### config.mk
export PLATFORM = sky130hd
export DESIGN_NAME = spi_bus_arbiter_flat
export DESIGN_NICKNAME = d
export VERILOG_FILES = /design/src/rtl/femto_spi_pkg.sv /design/src/rtl/spi_bus_arbiter_if.sv /design/src/rtl/spi_guard_timer.sv /design/src/rtl/spi_bus_arbiter.sv /design/src/flat_wrapper.sv
export SDC_FILE = /design/constraint.sdc
export NUM_CORES = 1
export LEC_CHECK = 0
export CORE_UTILIZATION = 42
export DETAILED_ROUTE_END_ITERATION = 6
export GPL_TIMING_DRIVEN = 1
export PLACE_DENSITY = 0.74
export SLEW_MARGIN = 20
export SYNTH_ARGS = -nofsm -noshare
export SYNTH_HDL_FRONTEND = slang
export SYNTH_SLANG_ARGS = --single-unit
### constraint.sdc
create_clock -name clk -period 2.1 [get_ports clk]
set_input_delay 0.63 -clock clk [delete_from_list [all_inputs] [get_ports clk]]
set_output_delay 0.63 -clock clk [all_outputs]
set_load 0.02 [all_outputs]
### src/rtl/femto_spi_pkg.sv
// Shared types and constants for the shared-SPI-bus arbiter.
package femto_spi_pkg;
  typedef enum logic [1:0] {IDLE, OWN_F, OWN_R, GUARD} arb_state_e;

  localparam logic [1:0] OWN_NONE  = 2'd0;
  localparam logic [1:0] OWN_FLASH = 2'd1;
  localparam logic [1:0] OWN_RAM   = 2'd2;

  localparam int GUARD_W = 4;
endpackage

### src/rtl/spi_bus_arbiter_if.sv
// Controller-side handshakes and top-level SPI pins of the shared bus.
interface spi_bus_arbiter_if;
  logic       req_f, gnt_f, f_clk, f_mosi, f_cs_n, f_miso;
  logic       req_r, gnt_r, r_clk, r_mosi, r_cs_n, r_miso;
  logic       spi_clk, spi_mosi, spi_miso, spi_cs_n_flash, spi_cs_n_ram;
  logic [1:0] owner;
  logic       err;

  modport slave (
    input  req_f, f_clk, f_mosi, f_cs_n, req_r, r_clk, r_mosi, r_cs_n, spi_miso,
    output gnt_f, f_miso, gnt_r, r_miso, spi_clk, spi_mosi, spi_cs_n_flash,
           spi_cs_n_ram, owner, err
  );

  modport master (
    output req_f, f_clk, f_mosi, f_cs_n, req_r, r_clk, r_mosi, r_cs_n, spi_miso,
    input  gnt_f, f_miso, gnt_r, r_miso, spi_clk, spi_mosi, spi_cs_n_flash,
           spi_cs_n_ram, owner, err
  );
endinterface

### src/rtl/spi_guard_timer.sv
// Loadable down-counter; done is high for the single cycle the count sits at 1.
module spi_guard_timer
  import femto_spi_pkg::*;
(
  input  logic               clk,
  input  logic               reset,
  input  logic               load,
  input  logic [GUARD_W-1:0] load_val,
  output logic               done
);
  logic [GUARD_W-1:0] cnt;

  always_ff @(posedge clk or posedge reset)
    if (reset)           cnt <= '0;
    else if (load)       cnt <= load_val;
    else if (cnt != '0)  cnt <= cnt - 1'b1;

  assign done = (cnt == GUARD_W'(1));
endmodule

### src/rtl/spi_bus_arbiter.sv
// Two-requester arbiter for one shared SPI bus (flash + RAM controllers),
// with a CS-high guard gap between owners and a sticky protocol-error flag.
module spi_bus_arbiter
  import femto_spi_pkg::*;
#(
  parameter int PRIORITY     = 0,  // 0 round-robin, 1 flash wins ties
  parameter int GUARD_CYCLES = 2   // 1..15
)(
  input  logic             clk,
  input  logic             reset,
  spi_bus_arbiter_if.slave bus
);
  arb_state_e state, state_nxt;
  logic       gnt_f_q, gnt_r_q;
  logic       last_f;   // 1: flash held the bus last
  logic       err_q;
  logic       load, done, drop_err, viol;

  spi_guard_timer u_guard (
    .clk      (clk),
    .reset    (reset),
    .load     (load),
    .load_val (GUARD_W'(GUARD_CYCLES)),
    .done     (done)
  );

  always_comb begin
    state_nxt = state;
    load      = 1'b0;
    drop_err  = 1'b0;
    case (state)
      IDLE: begin
        if (bus.req_f && bus.req_r)
          state_nxt = (PRIORITY != 0 || !last_f) ? OWN_F : OWN_R;
        else if (bus.req_f) state_nxt = OWN_F;
        else if (bus.req_r) state_nxt = OWN_R;
      end
      OWN_F: if (!bus.req_f) begin
        state_nxt = GUARD;
        load      = 1'b1;
        drop_err  = !bus.f_cs_n;
      end
      OWN_R: if (!bus.req_r) begin
        state_nxt = GUARD;
        load      = 1'b1;
        drop_err  = !bus.r_cs_n;
      end
      GUARD: if (done) state_nxt = IDLE;
      default: state_nxt = IDLE;
    endcase
    viol = drop_err
         | (!bus.f_cs_n && state != OWN_F)
         | (!bus.r_cs_n && state != OWN_R);
  end

  // Grants are kept as their own flops so the MISO return path is one AND.
  always_ff @(posedge clk or posedge reset)
    if (reset) begin
      state   <= IDLE;
      gnt_f_q <= 1'b0;
      gnt_r_q <= 1'b0;
      last_f  <= 1'b0;
      err_q   <= 1'b0;
    end else begin
      state   <= state_nxt;
      gnt_f_q <= (state_nxt == OWN_F);
      gnt_r_q <= (state_nxt == OWN_R);
      if (state == OWN_F && state_nxt == GUARD) last_f <= 1'b1;
      if (state == OWN_R && state_nxt == GUARD) last_f <= 1'b0;
      err_q   <= err_q | viol;
    end

  assign bus.gnt_f          = gnt_f_q;
  assign bus.gnt_r          = gnt_r_q;
  assign bus.owner          = gnt_f_q ? OWN_FLASH : (gnt_r_q ? OWN_RAM : OWN_NONE);
  assign bus.err            = err_q;
  assign bus.spi_clk        = (gnt_f_q & bus.f_clk)  | (gnt_r_q & bus.r_clk);
  assign bus.spi_mosi       = (gnt_f_q & bus.f_mosi) | (gnt_r_q & bus.r_mosi);
  assign bus.spi_cs_n_flash = ~gnt_f_q | bus.f_cs_n;
  assign bus.spi_cs_n_ram   = ~gnt_r_q | bus.r_cs_n;
  assign bus.f_miso         = bus.spi_miso & gnt_f_q;
  assign bus.r_miso         = bus.spi_miso & gnt_r_q;
endmodule

### src/flat_wrapper.sv
// flat-port wrapper written by rule: the top's interface ports become plain ports
module spi_bus_arbiter_flat import femto_spi_pkg::*;
#(
  parameter int PRIORITY     = 0,                                     
  parameter int GUARD_CYCLES = 2           
)
  (clk, reset, bus_req_f, bus_f_clk, bus_f_mosi, bus_f_cs_n, bus_req_r, bus_r_clk, bus_r_mosi, bus_r_cs_n, bus_spi_miso, bus_gnt_f, bus_f_miso, bus_gnt_r, bus_r_miso, bus_spi_clk, bus_spi_mosi, bus_spi_cs_n_flash, bus_spi_cs_n_ram, bus_owner, bus_err);
  spi_bus_arbiter_if bus_i ();
  input  logic clk;
  input  logic reset;
  input wire logic [$bits(bus_i.req_f)-1:0] bus_req_f;
  input wire logic [$bits(bus_i.f_clk)-1:0] bus_f_clk;
  input wire logic [$bits(bus_i.f_mosi)-1:0] bus_f_mosi;
  input wire logic [$bits(bus_i.f_cs_n)-1:0] bus_f_cs_n;
  input wire logic [$bits(bus_i.req_r)-1:0] bus_req_r;
  input wire logic [$bits(bus_i.r_clk)-1:0] bus_r_clk;
  input wire logic [$bits(bus_i.r_mosi)-1:0] bus_r_mosi;
  input wire logic [$bits(bus_i.r_cs_n)-1:0] bus_r_cs_n;
  input wire logic [$bits(bus_i.spi_miso)-1:0] bus_spi_miso;
  output wire logic [$bits(bus_i.gnt_f)-1:0] bus_gnt_f;
  output wire logic [$bits(bus_i.f_miso)-1:0] bus_f_miso;
  output wire logic [$bits(bus_i.gnt_r)-1:0] bus_gnt_r;
  output wire logic [$bits(bus_i.r_miso)-1:0] bus_r_miso;
  output wire logic [$bits(bus_i.spi_clk)-1:0] bus_spi_clk;
  output wire logic [$bits(bus_i.spi_mosi)-1:0] bus_spi_mosi;
  output wire logic [$bits(bus_i.spi_cs_n_flash)-1:0] bus_spi_cs_n_flash;
  output wire logic [$bits(bus_i.spi_cs_n_ram)-1:0] bus_spi_cs_n_ram;
  output wire logic [$bits(bus_i.owner)-1:0] bus_owner;
  output wire logic [$bits(bus_i.err)-1:0] bus_err;
  assign bus_i.req_f = bus_req_f;
  assign bus_i.f_clk = bus_f_clk;
  assign bus_i.f_mosi = bus_f_mosi;
  assign bus_i.f_cs_n = bus_f_cs_n;
  assign bus_i.req_r = bus_req_r;
  assign bus_i.r_clk = bus_r_clk;
  assign bus_i.r_mosi = bus_r_mosi;
  assign bus_i.r_cs_n = bus_r_cs_n;
  assign bus_i.spi_miso = bus_spi_miso;
  assign bus_gnt_f = bus_i.gnt_f;
  assign bus_f_miso = bus_i.f_miso;
  assign bus_gnt_r = bus_i.gnt_r;
  assign bus_r_miso = bus_i.r_miso;
  assign bus_spi_clk = bus_i.spi_clk;
  assign bus_spi_mosi = bus_i.spi_mosi;
  assign bus_spi_cs_n_flash = bus_i.spi_cs_n_flash;
  assign bus_spi_cs_n_ram = bus_i.spi_cs_n_ram;
  assign bus_owner = bus_i.owner;
  assign bus_err = bus_i.err;
  spi_bus_arbiter #(.PRIORITY(PRIORITY), .GUARD_CYCLES(GUARD_CYCLES)) u_core (.clk(clk), .reset(reset), .bus(bus_i));
endmodule
==> summary by stage <==
Floorplan
The die is about 42 um wide. The area of the die is about 1800 um^2. The site row count is 14. The number of I/O pins is 22. The standard cell core area is around 1500 um^2. The floorplan step set the die height to between 40 and 50 um. For this configuration, the core starts out at a cell density of 45.1%.

Synth
Yosys printed 0 warnings. The synthesized area is just under 700 um^2. The simple-gate share of the synthesized area is 24.0%. The sequential share of the synthesized area is 36.4%. The synthesized instance count is 77. The xor and xnor area share after synthesis is 1.28%. Of the post-synthesis cell area, the part taken by muxes is 0%. The main combinational cell family by area after synthesis is simple AND/OR/NAND/NOR gates. The synthesized netlist devotes 17.9% of its cell area to compound gates. Of all flip-flops after synthesis, the portion carrying an async set or reset was 100%. The count of state elements after synthesis is 10. In the synthesized netlist the dominant register cell turns out to be dfrtp_1. The synthesized netlist net count is between 90 and 100.

Each instance of the synthesized netlist takes up on average between 8 and 9 um^2. The number of enable-type register cells in the synthesized netlist is 0. The number of distinct library cell variants in the gate-level netlist after synthesis is 27. The synthesized-area fraction occupied by adder cells is between 10 and 15%.

Outcome
The run finished with clean final reports.

Clock network
The clock input transition at the sequential cells of the worst setup and hold paths is 60 ps. The clock network latency to the later pin of the worst-skew pair is between 200 and 300 ps. The number of buffers between clock root and the deepest sink is 2. The number of clock buffers inserted by TritonCTS is 3. The sink count of the clock tree is 10. The number of hold buffers added after CTS was 0. The number of levels in the clock H-tree is 1. In this run the clock root is driven by a clkbuf_4. TritonCTS built the clock tree.

Post-CTS timing repair inserted 0 buffers for setup.

STA
The hold violation total from the final report is 0. The final number of max-transition violations is 0. The minimum clock period after layout is 2050 ps. Setup violations remaining at the end of the flow were counted as 0. The worst path uses 97.5% of the clock period. The fmax is around 490 MHz.

The actual transition at the worst max-transition pin is 352 ps. Setup repair after global routing left no endpoint under its margin. The minimum setup slack in the final design is between 50 and 60 ps.

Across the routed clock network, the largest skew measured is approximately 4.1 ps. The worst max-slew margin expressed relative to the limit is approximately 77%.

Placement
Detailed placement finished with a half-perimeter wire length of around 1200 um. Counting tap cells, the placed design contains a total of between 100 and 150 instances. The congestion estimate from routability-driven global placement came to 0.943. The count of input and output buffers is 21. The worst setup slack after placement is -356 ps.

Layout
The multi-input combinational cells in the finished layout cover a total of about 380 um^2. The number of antenna repair diodes is 0. Counting the fill cells in the layout gives 155.

Cells with a size suffix above 1 make up between 10 and 15% of the layout. The final non-filler cell total is 117. The sequential cells in the finished layout cover a total of about 250 um^2. The layout overhead on the synthesized area is 33.2%.

The top cell types in the final layout, fill and taps aside, are clkdlybuf4s50_1 (14), inv_1 (12), dfrtp_1 (10), ha_1 (7). The leading cell type in the layout, fill and taps excluded is clkdlybuf4s50_1. After the last flow step, the layout net total stands at 120.

GRT
Global routing consumed, over all layers together, between 10% and 20% of the routing resources. Entering global routing, the biggest net connects 11 pins. The aggregate global routing overflow is 0. The initial antenna violation count is 0. The via count of the first global-routing pass is about 610. The global-route wire length before repair is ~2600 um.

Drt
The highest routed metal layer is met4. Across all layers, the routed design uses between 600 and 700 vias. After detailed routing, the met3 layer carries 81 um of wire.

The count of unresolved DRC violations after routing is 0. The number of DRC markers after the initial detailed-route iteration is 5. The wire length per cell is about 12 um. Using the TritonRoute via totals, the vias-per-cell ratio works out to between 5 and 6.

The length of routed met2 wiring is between 600 and 700 um. The detail route stage leaves a number of antenna-violating nets equal to 0. After detailed routing, the wire length on met1 is roughly 670 um.

The wire length after detailed routing is between 1000 and 1500 um. The detailed-router iteration count before antenna repair is 4.

Power and ir drop
For this design the ratio of total power to cell area is 1420 nW/um^2. IR analysis of the VDD net gives a maximum drop of roughly 890 uV. The static leakage is between 0.4 and 0.5 nW.

Setup path
The logic depth of the worst register-to-register path is 6. In this run the critical register-to-register path is launched from u_core.u_guard.cnt[1]. For the worst setup path, the data required time is 1470 ps. The critical path endpoint category is an output port. The sort of element at the start of the critical path is an input pin. In this run the critical register-to-register path is captured at u_core.bus.gnt_r. Setup slack on the worst reg-to-reg path comes out at between 500 and 600 ps. Of all nets on the critical path, the largest fanout is 1. The data arrival time of the critical path is between 1000 and 1500 ps. By startpoint and endpoint, the worst setup path is classified as in -> out.

Min path
The hold path endpoint is u_core.bus.err. The worst hold path passes through 2 cells. The startpoint of the worst hold path is u_core.bus.err. The tightest min-delay check is of the reg -> reg type.

Flow run
Across the run, the number of max-cap violations was 0.
logic make-up after synthesis:
kind of cell | Yosys count
flip-flops | 10
adder cells (fa/ha/maj) | 7
XOR/XNOR | 1
AND/OR/NAND/NOR | 28
buffers and inverters | 13
AO/OA/AOI/OAI | 18
cell type report:
| class | count | area share, % |
|---|---|---|
| inverter | 12 | 4.92 |
| clock buffer | 4 | 3.97 |
| tap | 16 | 2.19 |
| timing repair buffer | 21 | 19.6 |
| multi-input combinational | 54 | 42.0 |
| sequential | 10 | 27.4 |
worst max-delay path by stage:
| stage | from | to | slack, ps | cells past startpoint |
|---|---|---|---|---|
| after floorplan | bus_f_clk | bus_spi_clk | 560 | 1 |
| after global placement | bus_spi_miso | bus_f_miso | -340 | 3 |
| after detailed placement | bus_f_clk | bus_spi_clk | -360 | 3 |
| after CTS | bus_spi_miso | bus_f_miso | 0.4 | 3 |
| after global routing | bus_f_clk | bus_spi_clk | 20 | 3 |
| final | bus_f_clk | bus_spi_clk | 50 | 3 |
cells in the mapped netlist (all sizes together) (2+ instances only):
library cell	n	share of area, %
o22ai	2	2.7
o21ai	4	2.9
nand2b	6	5.5
a21oi	4	2.9
nand2	2	1.1
or3b	2	2.6
ha	7	13
nor2	5	2.7
and2	4	3.6
a31oi	2	1.8
dfrtp	10	36
nor2b	3	2.7
a22o	2	2.6
inv	12	6.6
nand3	2	1.5
layer usage:
metal | track usage [%] | vias up
li1 | - | 308
met1 | 24.5 | 306
met2 | 31.1 | 22
met3 | 2.59 | 5
met4 | 7.50 | 0
met5 | 0 | -
metrics by stage:
stage          util [%]  setup TNS, ps  area (um^2)  total power [mW]  hold slack (ps)
2_1_floorplan         -              0          687             0.919              470
3_3_place_gp       59.7          -1990          910              1.15              468
3_5_place_dp       59.7          -2030          910              1.17              473
4_1_cts            61.7              0          940              1.33              489
5_1_grt            60.0              0          915              1.43              502
6_report           60.0              0          915              1.30              487
state kept, by name (all words and copies together) (netlist names):
register            cells
u_core.u_guard.cnt      4
u_core.state            2
u_core.bus.err          1
u_core.bus.gnt_f        1
u_core.bus.gnt_r        1
u_core.last_f           1
power by group:
group,internal (mW),switching [mW],leakage [nW],total [mW]
Sequential,0.283,0.101,0.118,0.384
Clock,0.105,0.0659,0.0210,0.171
Combinational,0.340,0.405,0.302,0.746
critical path, cell delays in order:
cell and delay (ps):
clkdlybuf4s50_1 410, a22o_1 220, buf_2 160
repair_timing:
item,4_1_cts,5_1_grt
endpoints found under the setup margin,7,4
gates resized for setup,21,4
pin swaps,0,0
Power figures use the tool's default switching activity.
==> RTL change 1: new RTL, config.mk and constraints unchanged <==
Set the package constant `GUARD_W` to 5 (it was 4).
--- a/src/rtl/femto_spi_pkg.sv
+++ b/src/rtl/femto_spi_pkg.sv
@@ -6,6 +6,6 @@
   localparam logic [1:0] OWN_FLASH = 2'd1;
   localparam logic [1:0] OWN_RAM   = 2'd2;
 
-  localparam int GUARD_W = 4;
+  localparam int GUARD_W = 5;
 endpackage
 
Function: no difference found for any inputs over 10 cycles, from zero or initial values and one cycle with reset high; that may be too few to reach the edited logic, so the function may still have changed.
==> RTL change 1 against the unedited design <==
Cell area increased by 7.8%. Die area up 8.1%. Hold slack better by 0.030 ns. Sequential cell count increased by 1. Total power rose by 7.5%. Worst setup slack gained 0.0057 ns. The flow now finishes with violations (DRC). Non-clock buffer count increased by 3. Via count rose by 4.4%. First-iteration DRC count grew to 5.8 times the old value. Synthesized area is 8.6% higher. Critical path depth stayed put. Routed wire length is 9.7% higher.
==> RTL change 1: results <==
set metrics [dict create \
    vias 669 \
    drive_above_1_share 0.150 \
    first_pass_iters 7 \
    reg_top3 "u_core.u_guard.cnt (5), u_core.state (2)" \
    outcome "finished, violations left" \
    cellLeakagePower_nw 0.476 \
    slew_headroom 0.725 \
    p_sw_uw 639 \
    synth-seq-area-share 0.369 \
    place_congestion 0.881 \
    fin_skew_ns 0.00429 \
    routedWlPerCell_um 12.6 \
    grt_start_max_net_pins 12 \
    total_power_mw 1.40 \
    antenna_found_initial 0 \
    grt_use_total 0.195 \
    synthArstFlopShare 1.00 \
    final_nets 126 \
    grt_pass1_vias 634 \
    violations "DRC" \
    peakVddDrop_uv 798 \
    ys_top_cells_by_count "inv_1, dfrtp_1, nor2_1, ha_1" \
    synthAdderAreaFrac 0.117 \
    synthTopCellsByArea "dfrtp_1, ha_1, inv_1" \
    synth_nets 98 \
    synth_mux_area_frac 0.0134 \
    netlist.area_leader.share 0.369 \
    seqPwrFrac 0.310 \
    grt_first_pass_wirelength_mm 2.68 \
    drc_errors 1 \
    dpl.hpwl_mm 1.19 \
]
## RTL change 1: cell type report
| class | instances | area, µm² | share of cell area |
|---|---|---|---|
| Sequential cell | 11 | 275 | 0.279 |
| Tap cell | 16 | 20.0 | 0.0203 |
| Timing Repair Buffer | 24 | 201 | 0.204 |
| Multi-Input combinational cell | 56 | 418 | 0.424 |
| Inverter | 12 | 45.0 | 0.0457 |
| Clock buffer | 4 | 26.3 | 0.0266 |
## RTL change 1: worst paths after layout
path / to / slack, ns / depth (start not counted)
worst max register to register: u_core.bus.gnt_r / 0.55 / 6
worst min register to register: u_core.bus.err / 0.52 / 2
worst max-delay path: bus_spi_clk / 0.06 / 3
min in group asynchronous: u_core.bus.err / 0.65 / 2
max in group asynchronous: u_core.u_guard.cnt[1] / 1.16 / 2
worst min-delay path: u_core.bus.err / 0.52 / 2
## RTL change 1: worst reg2reg max path: stages (launching register included)
cell and delay (ns):
dfrtp_1 0.44, inv_1 0.13, ha_1 0.19, inv_1 0.08
o221ai_1 0.31, o21ai_2 0.13, and2_1 0.17
## RTL change 1: through the flow
step / cells / instance area, µm² / worst slack, ns / hold slack (ns)
after floorplan: 80 / 746 / 0.557 / 0.475
after global placement: 119 / 991 / -0.335 / 0.464
after global routing: 123 / 986 / 0.0405 / 0.554
final: 123 / 986 / 0.0584 / 0.517
after detailed placement: 119 / 991 / -0.346 / 0.511
after CTS: 123 / 1010 / 0.00179 / 0.527
## RTL change 1: repair_timing
item / in CTS / in global routing
gates resized for setup: 21 / 4
gates cloned: 0 / 0
setup endpoints to repair: 7 / 4
hold buffers: 0 / 0
endpoints found under the hold margin: 0 / 0
## RTL change 1: metal layers
metal  wire [µm]  track usage  up-vias
met5           0            0        -
met4          33        0.121        0
met3         174       0.0735        4
met2         669        0.297       36
met1         677        0.231      303
li1            -            -      326
==> RTL change 2: new RTL, same settings <==
Made on the original files. The 4 states of `arb_state_e` get a one-hot encoding in 4 bits.
--- a/src/rtl/femto_spi_pkg.sv
+++ b/src/rtl/femto_spi_pkg.sv
@@ -1,6 +1,6 @@
 // Shared types and constants for the shared-SPI-bus arbiter.
 package femto_spi_pkg;
-  typedef enum logic [1:0] {IDLE, OWN_F, OWN_R, GUARD} arb_state_e;
+  typedef enum logic [3:0] {IDLE = 4'b0001, OWN_F = 4'b0010, OWN_R = 4'b0100, GUARD = 4'b1000} arb_state_e;
 
   localparam logic [1:0] OWN_NONE  = 2'd0;
   localparam logic [1:0] OWN_FLASH = 2'd1;
Check against the original RTL: no difference found for any inputs over 10 cycles, from zero or initial values and one cycle with reset high; not proved beyond that.
==> RTL change 2 against the unedited design <==
Cell count decreased by 0.85%. The run now ends with DRC left. Worst setup slack improved by 0.0077 ns. Clock skew increased by 0.0035 ns. Sequential cell count increased by 2. Largest cell class unchanged. Routed wire length increased by 1.4%. Synthesized area increased by 5.6%. Synthesized cell count decreased by 5.2%. Clock power decreased by 14%. Total power increased by 3.5%. Cell area increased by 6.3%. Die area increased by 5.4%. Utilization increased by 2.3 points.
==> RTL change 2: results <==
set metrics [dict create \
    violations "DRC" \
    place_inst 112 \
    ff2ff_setup_slack_ns 0.56 \
    hp-start "u_core.bus.err" \
    drc_errors 8 \
    post-place-ws_ns -0.354 \
    synthArstFlopShare 1.00 \
    vias_per_cell 5.36 \
    final_nets 115 \
    clkTransAtPathRegs_ns 0.07 \
    dpl.hpwl_mm 1.06 \
    peakVddDrop_uv 756 \
    port_buffers 21 \
    hold_ws_ns 0.482 \
    placed_cell_area_um2 973 \
    first_iter_violations 17 \
    grt_pass1_vias 603 \
    crit_start "bus_f_clk" \
    reg2reg_from "u_core.u_guard.cnt[0]" \
    drt-total-wl_mm 1.44 \
    cellLeakagePower_nw 0.463 \
    reg_top3 "u_core.state (4), u_core.u_guard.cnt (4)" \
    synth_cell_types 35 \
    slowest_stage "clkdlybuf4s50_1" \
    yosys_warnings 0 \
    fmax_mhz 490 \
    cts_max_level 1 \
    cpLargestDelayFamily "buffers and inverters" \
    min_path_type "flip-flop to flip-flop" \
    cts_inserted_buffers 3 \
    n_fill_cell 136 \
    grt_use_total 0.175 \
    vias 622 \
    clk_path_buf_depth 2 \
    synth_top_flop_cell "dfrtp_1" \
    worstPathMaxFanout 1 \
    drive_above_1_share 0.170 \
    synthTopCellsByArea "dfrtp_1, ha_1, nand2b_1" \
    avgSynthCellArea_um2 9.94 \
    synth-seq-area-share 0.416 \
    cp_slowest_stage_delay_ns 0.40 \
    clkLatencyLatePin_ns 0.27 \
    synth_nets 87 \
    outcome "finished, violations left" \
    place_congestion 0.816 \
    grt_first_pass_wirelength_mm 2.52 \
    crit_arrival_ns 1.41 \
    cts_root_buffer "clkbuf_4" \
    antenna_found_initial 0 \
    num_antenna_cells 0 \
    grt_start_max_net_pins 13 \
    ys_top_cells_by_count "dfrtp_1, nor2_1, inv_1, nand2b_1, a21oi_1" \
    antenna_left 0 \
    first_pass_iters 6 \
    max_slew.worst_pin.slew_ns 0.459 \
    fin_skew_ns 0.00761 \
]
-- RTL change 2: what timing repair did --
| action | 4_1_cts | 5_1_grt |
|---|---|---|
| buffers inserted | 0 | 0 |
| pin swaps | 0 | 0 |
| endpoints found under the setup margin | 6 | 5 |
| gates resized for setup | 20 | 5 |
-- RTL change 2: where the power goes --
part,switching [mW],leakage [nW],internal (mW)
combinational,0.338,0.303,0.356
clock,0.0738,0.0150,0.0735
sequential,0.159,0.145,0.346
-- RTL change 2: routing by layer --
layer  share of wire  up-vias  GRT usage
li1                -      312          -
met4           0.012        0     0.0563
met5               0        -          0
met1            0.44      286      0.219
met3           0.075        2     0.0292
met2            0.48       22      0.304
-- RTL change 2: layout make-up --
class | instances | area, µm² | share of cell area
flip-flops and latches | 12 | 302 | 0.310
inverters | 5 | 18.8 | 0.0193
clock buffers | 4 | 26.3 | 0.0270
multi-input cells | 54 | 393 | 0.404
well taps | 16 | 20.0 | 0.0206
repair buffers | 25 | 213 | 0.219
-- RTL change 2: worst paths after layout --
kind,depth (start not counted),end
max,3,bus_spi_clk
min,1,u_core.bus.err
max reg2reg,5,u_core.u_guard.cnt[1]
min reg2reg,1,u_core.bus.err
max in group asynchronous,2,u_core.state[0]
min in group asynchronous,2,u_core.u_guard.cnt[2]
-- RTL change 2: cells by family after synthesis --
family	after synthesis	synth area share
buf+inv	7	0.0431
flops	12	0.416
simple gates	32	0.274
xor+xnor	1	0.0121
mux	2	0.0276
compound gates	16	0.176
fa+ha+maj	3	0.0517
